### src/rtl/puf_response_sequencer_if.sv
// Host/PUF-side signal bundle for puf_response_sequencer.
//   slave  : sequencer view (drives busy, challenge, puf_trigger, resp_*)
//   master : host + PUF view (drives start, seed, xor_response, resp_ready)
// Ports carried:
//   start, seed[CHAL_W]        run request and initial challenge
//   busy                       sequencer not idle
//   challenge[CHAL_W]          challenge applied to the PUF chains
//   puf_trigger                one-cycle evaluation launch pulse
//   xor_response               combined PUF response bit
//   resp_data[RESP_BITS]       collected response word
//   resp_valid, resp_ready     response word handshake
interface puf_response_sequencer_if #(
  parameter int CHAL_W    = 64,
  parameter int RESP_BITS = 32
);
  logic                 start;
  logic [CHAL_W-1:0]    seed;
  logic                 busy;
  logic [CHAL_W-1:0]    challenge;
  logic                 puf_trigger;
  logic                 xor_response;
  logic [RESP_BITS-1:0] resp_data;
  logic                 resp_valid;
  logic                 resp_ready;

  modport slave (
    input  start, seed, xor_response, resp_ready,
    output busy, challenge, puf_trigger, resp_data, resp_valid
  );

  modport master (
    output start, seed, xor_response, resp_ready,
    input  busy, challenge, puf_trigger, resp_data, resp_valid
  );
endinterface

### src/rtl/puf_response_sequencer.sv
// Challenge/response sequencer for the 6-chain PDL PUF.
// For each response bit the current challenge is evaluated EVAL_CNT times
// (trigger pulse, SETTLE_CYC wait, sample of the XOR-combined response),
// the samples are majority-voted, and the voted bit is shifted into the
// response word (first bit ends at the MSB). Between bits the challenge
// advances through a Fibonacci LFSR. The finished word is offered to the
// host with a valid/ready handshake.
// Ports:
//   clk    system clock, rising edge
//   rst_n  asynchronous active-low reset
//   bus    puf_response_sequencer_if.slave (start/seed, busy, challenge,
//          puf_trigger, xor_response, resp_data/resp_valid/resp_ready)
module puf_response_sequencer #(
  parameter int                CHAL_W     = 64,
  parameter int                RESP_BITS  = 32,
  parameter int                EVAL_CNT   = 5,
  parameter int                SETTLE_CYC = 8,
  parameter logic [CHAL_W-1:0] TAPS       = CHAL_W'(64'hD800_0000_0000_0000)
) (
  input  logic                      clk,
  input  logic                      rst_n,
  puf_response_sequencer_if.slave   bus
);

  // Counter widths; index counters keep at least one bit for degenerate sizes.
  localparam int OW = $clog2(EVAL_CNT + 1);
  localparam int EW = (EVAL_CNT  > 1) ? $clog2(EVAL_CNT)  : 1;
  localparam int BW = (RESP_BITS > 1) ? $clog2(RESP_BITS) : 1;
  localparam int SW = $clog2(SETTLE_CYC + 1);

  localparam logic [EW-1:0] EVAL_LAST   = EW'(EVAL_CNT - 1);
  localparam logic [BW-1:0] BIT_LAST    = BW'(RESP_BITS - 1);
  localparam logic [SW-1:0] SETTLE_LAST = SW'(SETTLE_CYC - 1);
  localparam logic [OW-1:0] HALF        = OW'(EVAL_CNT / 2);

  typedef enum logic [2:0] {
    IDLE   = 3'd0,
    FIRE   = 3'd1,
    SETTLE = 3'd2,
    SAMPLE = 3'd3,
    VOTE   = 3'd4,
    DONE   = 3'd5
  } state_t;

  state_t                 state_q,     state_d;
  logic [CHAL_W-1:0]      challenge_q, challenge_d;
  logic [RESP_BITS-1:0]   resp_data_q, resp_data_d;
  logic [OW-1:0]          ones_q,      ones_d;
  logic [EW-1:0]          eval_idx_q,  eval_idx_d;
  logic [BW-1:0]          bit_idx_q,   bit_idx_d;
  logic [SW-1:0]          settle_q,    settle_d;

  // Strict majority of EVAL_CNT samples (EVAL_CNT is odd, so no ties).
  function automatic logic majority(input logic [OW-1:0] ones);
    return ones > HALF;
  endfunction

  // One Fibonacci LFSR step: shift left, feedback = parity of tapped bits.
  function automatic logic [CHAL_W-1:0] lfsr_next(input logic [CHAL_W-1:0] c);
    return (c << 1) | CHAL_W'(^(c & TAPS));
  endfunction

  always_ff @(posedge clk or negedge rst_n) begin
    if (!rst_n) begin
      state_q     <= IDLE;
      challenge_q <= '0;
      resp_data_q <= '0;
      ones_q      <= '0;
      eval_idx_q  <= '0;
      bit_idx_q   <= '0;
      settle_q    <= '0;
    end else begin
      state_q     <= state_d;
      challenge_q <= challenge_d;
      resp_data_q <= resp_data_d;
      ones_q      <= ones_d;
      eval_idx_q  <= eval_idx_d;
      bit_idx_q   <= bit_idx_d;
      settle_q    <= settle_d;
    end
  end

  always_comb begin
    state_d     = state_q;
    challenge_d = challenge_q;
    resp_data_d = resp_data_q;
    ones_d      = ones_q;
    eval_idx_d  = eval_idx_q;
    bit_idx_d   = bit_idx_q;
    settle_d    = settle_q;

    unique case (state_q)
      IDLE: begin
        if (bus.start) begin
          // An all-zero state would lock the LFSR, so it is replaced by 1.
          challenge_d = (bus.seed == '0) ? CHAL_W'(1) : bus.seed;
          bit_idx_d   = '0;
          eval_idx_d  = '0;
          ones_d      = '0;
          state_d     = FIRE;
        end
      end
      FIRE: begin
        settle_d = '0;
        state_d  = SETTLE;
      end
      SETTLE: begin
        if (settle_q == SETTLE_LAST) begin
          state_d = SAMPLE;
        end else begin
          settle_d = settle_q + SW'(1);
        end
      end
      SAMPLE: begin
        ones_d = ones_q + OW'(bus.xor_response);
        if (eval_idx_q == EVAL_LAST) begin
          state_d = VOTE;
        end else begin
          eval_idx_d = eval_idx_q + EW'(1);
          state_d    = FIRE;
        end
      end
      VOTE: begin
        resp_data_d = (resp_data_q << 1) | RESP_BITS'(majority(ones_q));
        ones_d      = '0;
        eval_idx_d  = '0;
        if (bit_idx_q == BIT_LAST) begin
          state_d = DONE;
        end else begin
          bit_idx_d   = bit_idx_q + BW'(1);
          challenge_d = lfsr_next(challenge_q);
          state_d     = FIRE;
        end
      end
      DONE: begin
        if (bus.resp_ready) begin
          state_d = IDLE;
        end
      end
      default: begin
        state_d = IDLE;
      end
    endcase
  end

  assign bus.busy        = (state_q != IDLE);
  assign bus.puf_trigger = (state_q == FIRE);
  assign bus.resp_valid  = (state_q == DONE);
  assign bus.challenge   = challenge_q;
  assign bus.resp_data   = resp_data_q;

endmodule

### src/flat_wrapper.sv
// flat-port wrapper written by rule: the top's interface ports become plain ports
module puf_response_sequencer_flat 
#(
  parameter int                CHAL_W     = 64,
  parameter int                RESP_BITS  = 32,
  parameter int                EVAL_CNT   = 5,
  parameter int                SETTLE_CYC = 8,
  parameter logic [CHAL_W-1:0] TAPS       = CHAL_W'(64'hD800_0000_0000_0000)
)
  (clk, rst_n, bus_start, bus_seed, bus_xor_response, bus_resp_ready, bus_busy, bus_challenge, bus_puf_trigger, bus_resp_data, bus_resp_valid);
  puf_response_sequencer_if #(.CHAL_W(CHAL_W), .RESP_BITS(RESP_BITS)) bus_i ();
  input  logic clk;
  input  logic rst_n;
  input wire logic [$bits(bus_i.start)-1:0] bus_start;
  input wire logic [$bits(bus_i.seed)-1:0] bus_seed;
  input wire logic [$bits(bus_i.xor_response)-1:0] bus_xor_response;
  input wire logic [$bits(bus_i.resp_ready)-1:0] bus_resp_ready;
  output wire logic [$bits(bus_i.busy)-1:0] bus_busy;
  output wire logic [$bits(bus_i.challenge)-1:0] bus_challenge;
  output wire logic [$bits(bus_i.puf_trigger)-1:0] bus_puf_trigger;
  output wire logic [$bits(bus_i.resp_data)-1:0] bus_resp_data;
  output wire logic [$bits(bus_i.resp_valid)-1:0] bus_resp_valid;
  assign bus_i.start = bus_start;
  assign bus_i.seed = bus_seed;
  assign bus_i.xor_response = bus_xor_response;
  assign bus_i.resp_ready = bus_resp_ready;
  assign bus_busy = bus_i.busy;
  assign bus_challenge = bus_i.challenge;
  assign bus_puf_trigger = bus_i.puf_trigger;
  assign bus_resp_data = bus_i.resp_data;
  assign bus_resp_valid = bus_i.resp_valid;
  puf_response_sequencer #(.CHAL_W(CHAL_W), .RESP_BITS(RESP_BITS), .EVAL_CNT(EVAL_CNT), .SETTLE_CYC(SETTLE_CYC), .TAPS(TAPS)) u_core (.clk(clk), .rst_n(rst_n), .bus(bus_i));
endmodule
### config.mk
export PLATFORM = sky130hd
export DESIGN_NAME = puf_response_sequencer_flat
export DESIGN_NICKNAME = d
export VERILOG_FILES = /design/src/rtl/puf_response_sequencer_if.sv /design/src/rtl/puf_response_sequencer.sv /design/src/flat_wrapper.sv
export SDC_FILE = /design/constraint.sdc
export NUM_CORES = 1
export LEC_CHECK = 0
export CAP_MARGIN = 40
export CORE_MARGIN = 3
export CORE_UTILIZATION = 47
export DETAILED_ROUTE_END_ITERATION = 12
export GPL_ROUTABILITY_DRIVEN = 0
export PLACE_DENSITY_LB_ADDON = 0.3
export SYNTH_ARGS = -nofsm -noshare
export SYNTH_HDL_FRONTEND = slang
export SYNTH_SLANG_ARGS = --single-unit
### constraint.sdc
create_clock -name clk -period 2.5 [get_ports clk]
set_clock_uncertainty 0.05 [all_clocks]
set_input_delay 0.375 -clock clk [delete_from_list [all_inputs] [get_ports clk]]
set_output_delay 0.375 -clock clk [all_outputs]
set_load 0.05 [all_outputs]
==> metrics.yaml, run 1 <==
status: "complete, no violations"
drv_cap: 0
grt_overflow: 0
cp.arrival_ns: 2.38
fin_util: 0.709
grt_pass1_wl_mm: 22.8
slowest_delay_ns: 0.52
initialDrtViolationCount: 379
fin_nets: 725
post-route-drc-count: 0
postCtsSetupRepairBufs: 0
dieHeight_um: 113
syn_nets: 558
power_density_mw_per_mm2: 647
clkSinkCount: 114
p_leak_uw: 0.00328
p_clk_frac: 0.482
synthesis.area_mm2: 0.00537
vias_per_cell: 5.47
die_area_mm2: 0.0127
synth.distinct_cells: 46
grt_pass1_vias: 4315
intPower_uw: 3760
cp.required_ns: 2.72
worst_pin_slew_ns: 0.561
clock_latency_ns: 0.40
diodes: 0
die_x_um: 113
combPwrFrac: 0.123
tns_ns: 0
avgSynthCellArea_um2: 11.1
synthTopCellsByArea: "dfrtp_1 53%, mux2i_1 12%, mux2_2 6.9%"
max_freq_mhz: 464
cp_max_fo: 53
gr-usage-all-layers: 0.225
p_sw_frac: 0.254
ys_seq_area_frac: 0.531
routed_wirelength_mm: 14.1
io_pins: 168
setup_slack_ns: 0.347
portBuffers: 167
timing.slew.headroom: 0.625
antenna_found_initial: 0
cts_tree: "done"
dr.pass1.iters: 8
syn_to_final_growth_pct: 44.9
total_power_uw: 5040
hp-class: "in2async"
grt_max_degree: 54
ctsHtreeMaxLevel: 4
finalCritPeriodShare: 0.861
critical_path_class: "reg2reg"
core-area_mm2: 0.0110
p_switching_uw: 1280
place_ws_ns: 0.340
dp_hpwl_mm: 10.3
ant_nets: 0
drive_above_1_share: 0.120
cp-end-kind: "flip-flop"
numCtsBuffers: 17
cp-start-kind: "flip-flop"
yosys_warnings: 0
yosysTopAreaCellShare: 0.531
yosys-top-cells-count: "114 x dfrtp_1, 66 x nand2_1, 64 x mux2i_1"
synthArstFlopShare: 1.00
path_cells: "buf_4 > nor3b_2 > buf_12 > and2b_1 > a22oi_2 > o41a_1"
syn_inst: 482
cts.path.max_buffers: 2
yosysMostFrequentCell: "dfrtp_1"
ys_ff_latch: 114
hold_violations: 0
vdd_ir_drop_max_mv: 0.414
wire_per_inst_um: 17.6
period_needed_ns: 2.15
initial_core_util: 0.489
num_rows: 38
cp_slowest_cell: "dfrtp_1"
slew_viol_final: 0
clkSlewWorstSetupHoldPaths_ns: 0.05
ys.flop_type: "dfrtp_1"
synth_top_area_cell: "dfrtp_1"
rsz0062_at_grt: "false"
vias: 4385
root_buffer: "clkbuf_16"
setup_viol: 0
synth-edff-count: 0
p_seq_frac: 0.395
## registers in the layout (all words and copies together) (netlist names)
register              flops
u_core.bit_idx_q          5
u_core.bus.challenge     64
u_core.bus.resp_data     32
u_core.eval_idx_q         3
u_core.ones_q             3
u_core.settle_q           4
u_core.state_q            3
## through the flow
step | instance area (um2) | hold WS (ns) | std cells
after global placement | 7170 | 0.246 | 769
after global routing | 7780 | 0.399 | 801
final | 7780 | 0.373 | 801
after CTS | 7780 | 0.372 | 801
after floorplan | 5370 | 0.0294 | 482
after detailed placement | 7170 | 0.252 | 769
## layer usage
metal | track usage | wire (um) | vias up
li1 | - | - | 2062
met1 | 0.309 | 6270 | 2137
met2 | 0.348 | 6660 | 171
met3 | 0.0604 | 918 | 15
met4 | 0.0769 | 239 | 0
met5 | 0 | 0 | -
## critical path, delay by kind of cell, from the launching register on
kind                   cells  cell delay (ns)
AND/OR/NAND/NOR            2             0.65
buffers and inverters      2             0.60
AO/OA/AOI/OAI              2             0.19
flip-flops                 1             0.52
## cell type report
type                            instances  area, um2
Clock inverter                         13        163
Fill cell                             801       3200
Multi-Input combinational cell        330       2320
Clock buffer                           18        439
Timing Repair Buffer                  178       1810
Inverter                                8       30.0
Sequential cell                       114       2850
Tap cell                              140        175
## logic make-up after synthesis
kind of cell             after synthesis  share of synthesized area
multiplexers                          97                      0.188
buffers and inverters                 38                     0.0387
flip-flops                           114                      0.531
adder cells (fa/ha/maj)                7                     0.0163
XOR/XNOR                               6                    0.00978
AO/OA/AOI/OAI                        100                      0.108
AND/OR/NAND/NOR                      120                      0.108
## power by group through the flow
stage | Sequential (uW) | Combinational [uW] | Clock (uW)
finish | 1990 | 620 | 2430
floorplan | 2200 | 107 | 0
global route | 2000 | 663 | 2560
CTS | 1990 | 626 | 2470
global placement | 2020 | 611 | 0
detailed placement | 2020 | 623 | 0
## cell usage in the layout (no fill, tap or decap), types with 3 or more instances in the layout
| cell type | n |
|---|---|
| a21oi_1 | 6 |
| a22o_1 | 3 |
| a32oi_1 | 3 |
| buf_12 | 4 |
| buf_4 | 8 |
| bufinv_16 | 3 |
| clkbuf_16 | 17 |
| clkdlybuf4s50_1 | 163 |
| clkinvlp_4 | 6 |
| dfrtp_1 | 114 |
| ha_1 | 7 |
| inv_1 | 8 |
| mux2_2 | 33 |
| mux2i_1 | 64 |
| nand2_1 | 66 |
| nand2b_1 | 3 |
| nand4_1 | 5 |
| nor2_1 | 9 |
| nor3b_1 | 3 |
| nor4_1 | 17 |
| o21ai_0 | 53 |
| o21ai_1 | 18 |
| or3_1 | 3 |
| xor2_1 | 4 |
## worst paths after layout
path | slack (ns) | depth (start not counted) | start | to
worst max-delay path | 0.35 | 6 | u_core.state_q[1]$_DFFE_PN0P_ | u_core.bus.challenge[0]$_DFFE_PN0P_
worst min-delay path | 0.37 | 2 | rst_n | u_core.bus.resp_data[5]$_DFFE_PN0P_
worst max register to register | 0.35 | 6 | u_core.state_q[1]$_DFFE_PN0P_ | u_core.bus.challenge[0]$_DFFE_PN0P_
worst min register to register | 0.46 | 2 | u_core.bus.challenge[37]$_DFFE_PN0P_ | u_core.bus.challenge[37]$_DFFE_PN0P_
max in group asynchronous | 1.37 | 3 | rst_n | u_core.bus.resp_data[23]$_DFFE_PN0P_
min in group clk | 0.46 | 2 | u_core.bus.challenge[37]$_DFFE_PN0P_ | u_core.bus.challenge[37]$_DFFE_PN0P_
## what timing repair did
action,in CTS,in global routing
hold endpoints to repair,21,0
gates resized for setup,0,2
endpoints found under the setup margin,0,2
hold buffers,1,0
(Power assumes the default switching activity.)
==> run 2, diff against run 1 <==
- SKIP_LAST_GASP: unset -> 1
==> results of run 2 <==
Final layout, timing and power as in run 1 (identical DEF).
